==> config.mk <==
export PLATFORM = sky130hd
export DESIGN_NAME = alu_serial_seq
export DESIGN_NICKNAME = d
export VERILOG_FILES = /design/src/rtl/alu_serial_seq.sv
export SDC_FILE = /design/constraint.sdc
export NUM_CORES = 1
export LEC_CHECK = 0
export CELL_PAD_IN_SITES_DETAIL_PLACEMENT = 0
export CELL_PAD_IN_SITES_GLOBAL_PLACEMENT = 1
export CORE_ASPECT_RATIO = 1.1
export CORE_MARGIN = 2
export CORE_UTILIZATION = 34
export DETAILED_ROUTE_END_ITERATION = 6
export PLACE_DENSITY_LB_ADDON = 0.1
export SLEW_MARGIN = 25
export SYNTH_ARGS = -nofsm -noshare
export SYNTH_HDL_FRONTEND = slang
export SYNTH_HIERARCHICAL = 1
export SYNTH_SLANG_ARGS = --single-unit
export TNS_END_PERCENT = 30
==> constraint.sdc <==
create_clock -name clk -period 1.7 [get_ports clk]
set_input_delay 0.34 -clock clk [delete_from_list [all_inputs] [get_ports clk]]
set_output_delay 0.34 -clock clk [all_outputs]
set_load 0.01 [all_outputs]
==> src/rtl/alu_serial_seq.sv <==
// Bit-serial ALU sequencer: one alu1 slice processes WIDTH-bit operands LSB first,
// one bit per clock, with the slice carry registered and fed back into the next bit.

module alu1 (
    input  logic       a,
    input  logic       b,
    input  logic       carry_in,
    input  logic [2:0] select,
    output logic       out,
    output logic       carry_out
);
    // Arithmetic B operand: 0=b (add), 1=~b (subtract), 2=0 (pass/increment), 3=1 (decrement)
    logic b_op;

    // NOTE: every output of a combinational block gets a default first, so no path can infer a latch.
    always_comb begin
        out       = 1'b0;
        carry_out = carry_in;
        b_op      = 1'b0;
        if (!select[2]) begin
            // Logic unit passes the carry straight through so the chain stays intact.
            unique case (select[1:0])
                2'd0: out = ~a;
                2'd1: out = a ^ b;
                2'd2: out = a | b;
                2'd3: out = a & b;
            endcase
        end else begin
            unique case (select[1:0])
                2'd0: b_op = b;
                2'd1: b_op = ~b;
                2'd2: b_op = 1'b0;
                2'd3: b_op = 1'b1;
            endcase
            out       = a ^ b_op ^ carry_in;
            carry_out = (a & b_op) | (a & carry_in) | (b_op & carry_in);
        end
    end
endmodule

module alu_serial_seq #(
    parameter int WIDTH = 4
) (
    input  logic             clk,
    input  logic             reset,
    input  logic             start,
    output logic             ready,
    input  logic [WIDTH-1:0] a,
    input  logic [WIDTH-1:0] b,
    input  logic [2:0]       select,
    input  logic             carry_in,
    output logic [WIDTH-1:0] result,
    output logic             carry_out,
    output logic             done
);
    localparam int CW = $clog2(WIDTH);

    typedef enum logic [1:0] {
        IDLE,
        RUN,
        DONE
    } state_t;

    state_t           state;
    state_t           next_state;
    logic [WIDTH-1:0] a_sh;
    logic [WIDTH-1:0] b_sh;
    logic [WIDTH-1:0] res_sh;
    logic [CW-1:0]    count;
    logic [2:0]       sel_q;
    logic             cry_q;
    logic             bit_out;
    logic             bit_carry;
    logic             last_bit;
    logic             accept;

    alu1 u_alu1 (
        .a        (a_sh[0]),
        .b        (b_sh[0]),
        .carry_in (cry_q),
        .select   (sel_q),
        .out      (bit_out),
        .carry_out(bit_carry)
    );

    assign ready    = (state != RUN);
    assign done     = (state == DONE);
    assign accept   = ready && start;
    assign last_bit = (count == CW'(WIDTH - 1));

    always_comb begin
        next_state = state;
        unique case (state)
            IDLE: if (start) next_state = RUN;
            RUN:  if (last_bit) next_state = DONE;
            DONE: next_state = start ? RUN : IDLE;
            default: next_state = IDLE;
        endcase
    end

    // NOTE: non-blocking assignments so every register samples pre-edge values of the others.
    always_ff @(posedge clk) begin
        if (reset) begin
            state     <= IDLE;
            a_sh      <= '0;
            b_sh      <= '0;
            res_sh    <= '0;
            count     <= '0;
            sel_q     <= '0;
            cry_q     <= 1'b0;
            result    <= '0;
            carry_out <= 1'b0;
        end else begin
            state <= next_state;
            if (accept) begin
                a_sh  <= a;
                b_sh  <= b;
                sel_q <= select;
                cry_q <= carry_in;
                count <= '0;
            end else if (state == RUN) begin
                res_sh <= {bit_out, res_sh[WIDTH-1:1]};
                cry_q  <= bit_carry;
                a_sh   <= a_sh >> 1;
                b_sh   <= b_sh >> 1;
                count  <= count + CW'(1);
                // Publish the full word only on the final bit so result never shows partial values.
                if (last_bit) begin
                    result    <= {bit_out, res_sh[WIDTH-1:1]};
                    carry_out <= bit_carry;
                end
            end
        end
    end
endmodule

==> impl_metrics.env <==
export IMPL_status="finished clean"
export IMPL_cts_clk_slew_worst_paths_ps=140
export IMPL_row_count=22
export IMPL_finalSetupTns_ps=0
export IMPL_synth_seq_cells=24
export IMPL_netlist_area_leader_share=0.419
export IMPL_die_h_um=64.9
export IMPL_postSynthAreaPerCell_sq_um=8.95
export IMPL_wirelength_um=2560
export IMPL_grt_pass1_wl_um=4310
export IMPL_num_vias=959
export IMPL_drc_errors=0
export IMPL_hpwlAfterDp_um=1670
export IMPL_fillers=349
export IMPL_synth_nets=147
export IMPL_peakVddDrop_mv=0.409
export IMPL_clkLatencyLatePin_ps=320
export IMPL_ys_top_cells_by_count="24 x dfxtp_1, 19 x nand2_1, 15 x a21oi_1"
export IMPL_drt_initial_drc_count=28
export IMPL_yosys_warnings=6
export IMPL_cts_sinks=24
export IMPL_track_usage=0.144
export IMPL_p_seq_frac=0.484
export IMPL_gp_congestion=0.737
export IMPL_fin_cells=188
export IMPL_switching_share=0.256
export IMPL_yosysUniqueCellTypes=34
export IMPL_endpoint="res_sh[3]$_SDFFE_PP0P_"
export IMPL_area_delta_synth_final_pct=29.3
export IMPL_place_area_sq_um=1380
export IMPL_nNetsFinal=172
export IMPL_cts_root_buf="clkbuf_4"
export IMPL_tightest_slew_ps=312
export IMPL_worstSetupPathType="reg2reg"
export IMPL_slew_violations=0
export IMPL_fin_crit_ps=1640
export IMPL_netlist_area_sq_um=1150
export IMPL_cts_max_level=1
export IMPL_wl_per_cell_um=13.6
export IMPL_r2r_end="res_sh[3]$_SDFFE_PP0P_"
export IMPL_grt_max_degree=23
export IMPL_drive_gt1_frac=0.237
export IMPL_antenna_found_initial=0
export IMPL_synth_edf_count=0
export IMPL_synthArstFlopShare=0
export IMPL_skew_ps=6.89
export IMPL_hold_viol=0
export IMPL_critical_path_arrival_ps=1900
export IMPL_synthCells=128
export IMPL_fmax_mhz=609
export IMPL_yosysMostFrequentCell="dfxtp_1"
export IMPL_core_area_sq_um=3280
export IMPL_num_antenna_cells=0
export IMPL_avgViaCountPerCell=5.10
export IMPL_rr_startpoint="b_sh[0]$_SDFFE_PP0P_"
export IMPL_end_kind="flip-flop"
export IMPL_final_util=0.452
export IMPL_p_comb_frac=0.190
export IMPL_clockBufferDepth=2
export IMPL_synth_area_leader_cell="dfxtp_1"
export IMPL_ant_nets=0
export IMPL_synth_area_leaders="dfxtp_1 42%, a211oi_2 6.6%, a21oi_1 6.6%"
export IMPL_dp_cells=184
export IMPL_ys_seq_area_frac=0.419
export IMPL_hold_ws_ps=465
export IMPL_critPathRequiredTime_ps=1960
export IMPL_finalCritPeriodShare=0.966
export IMPL_path_max_fanout=2
export IMPL_design_area_sq_um=1480
export IMPL_drtPass1Iterations=4
export IMPL_max_cap_violations=0
export IMPL_power_switching_mw=0.327
export IMPL_power_leakage_nw=0.555
export IMPL_holdBufCountCts=0
export IMPL_reg2reg_slack_ps=60
export IMPL_cts_tree="yes"
export IMPL_post_cts_buffers=0
export IMPL_startpoint="b_sh[0]$_SDFFE_PP0P_"
export IMPL_worstSetupStartpointType="flip-flop"
export IMPL_portBuffers=21
export IMPL_cts_buffers=3
export IMPL_clkPwrFrac=0.326
export IMPL_ys_flop_type="dfxtp_1"
export IMPL_design_portCount=22
export IMPL_start_util=0.350
export IMPL_p_per_area_nw_per_um2=864
export IMPL_hold_path_class="reg2reg"
export IMPL_rsz0062_at_grt="yes"
export IMPL_overflow=0
export IMPL_setup_viol=0
export IMPL_slew_headroom=0.792
export IMPL_die_area_sq_um=3850
export IMPL_grt_pass1_vias=967
export IMPL_p_int_mw=0.953
export IMPL_die_w_um=59.4
export IMPL_r2r_cells=8
-- critical path, cell delays in order (launching register included) --
cell	delay, ps
dfxtp_2	360
inv_2	50
nor2_4	110
xnor2_2	130
fa_1	450
nand2b_4	160
o311ai_4	70
nand2_1	110
a21oi_2	140
-- routing by layer --
metal / share of wire / vias up / GRT usage
li1: - / 486 / -
met1: 0.47 / 461 / 0.188
met2: 0.50 / 10 / 0.234
met3: 0.021 / 2 / 0.0200
met4: 0.0066 / 0 / 0.0625
met5: 0 / - / 0
-- placed cells by master (no fill, tap or decap), drive strengths merged, types with 2 or more instances in the layout --
cell type,Yosys,layout
a211oi,7,7
inv,6,6
nand2b,3,3
buf,6,6
dfxtp,24,24
o21ai,3,3
mux2i,3,3
a21oi,21,21
clkdlybuf4s50,0,19
ha,3,3
clkbuf,1,3
nand3,10,10
nand2,19,19
and2b,2,2
nor2,11,11
nor3,2,2
-- timing repair --
action | 4_1_cts | 5_1_grt
endpoints found under the setup margin | 2 | 3
cloned | 0 | 0
pin swaps | 0 | 5
gates resized for setup | 2 | 11
-- stage by stage --
step	worst slack [ps]	power (mW)
3_3_place_gp	130	0.841
4_1_cts	2.08	1.27
2_1_floorplan	140	0.780
3_5_place_dp	59.0	0.847
6_report	57.9	1.28
5_1_grt	-41.6	1.35
-- power groups by stage --
stage | clock network (mW) | registers (mW) | logic [mW]
2_1_floorplan | 0 | 0.624 | 0.156
3_3_place_gp | 0 | 0.627 | 0.213
3_5_place_dp | 0 | 0.628 | 0.219
4_1_cts | 0.432 | 0.616 | 0.219
5_1_grt | 0.454 | 0.624 | 0.270
6_report | 0.417 | 0.620 | 0.243
-- layout make-up --
cell class | instances | area (sq um) | area share
Multi-Input combinational cell | 91 | 618 | 0.417
Timing Repair Buffer | 27 | 256 | 0.173
Clock buffer | 3 | 22.5 | 0.0152
Sequential cell | 24 | 484 | 0.327
Inverter | 6 | 25.0 | 0.0169
Tap cell | 36 | 45.0 | 0.0304
Clock inverter | 1 | 30.0 | 0.0203
-- how the worst min path moves through the flow --
stage | cells past startpoint | slack [ps] | endpoint | from
finish | 2 | 460 | result[2]$_SDFFE_PP0P_ | result[2]$_SDFFE_PP0P_
global route | 2 | 500 | result[1]$_SDFFE_PP0P_ | result[1]$_SDFFE_PP0P_
CTS | 2 | 470 | result[2]$_SDFFE_PP0P_ | result[2]$_SDFFE_PP0P_
detailed placement | 2 | 450 | result[2]$_SDFFE_PP0P_ | result[2]$_SDFFE_PP0P_
global placement | 2 | 450 | carry_out$_SDFFE_PP0P_ | carry_out$_SDFFE_PP0P_
floorplan | 1 | 410 | a_sh[0]$_SDFFE_PP0P_ | reset
-- state kept, by name, summed over array words and instances, names as in the netlist --
name,flops
res_sh,3
sel_q,3
b_sh,4
cry_q,1
count,2
state,2
carry_out,1
a_sh,4
result,4
-- logic make-up (layout without fill, tap and decap cells) --
group                      Yosys count  count (layout)  share of synthesized area
muxes                                3               3                     0.0262
adders and majority gates            4               4                     0.0502
DFF                                 24              24                      0.419
buffers and inverters               13              37                     0.0797
and+or+nand+nor                     49              49                      0.201
xor gates and xnor gates             1               1                    0.00764
AOI/OAI and AO/OA                   34              34                      0.216
(Power assumes the default switching activity.)
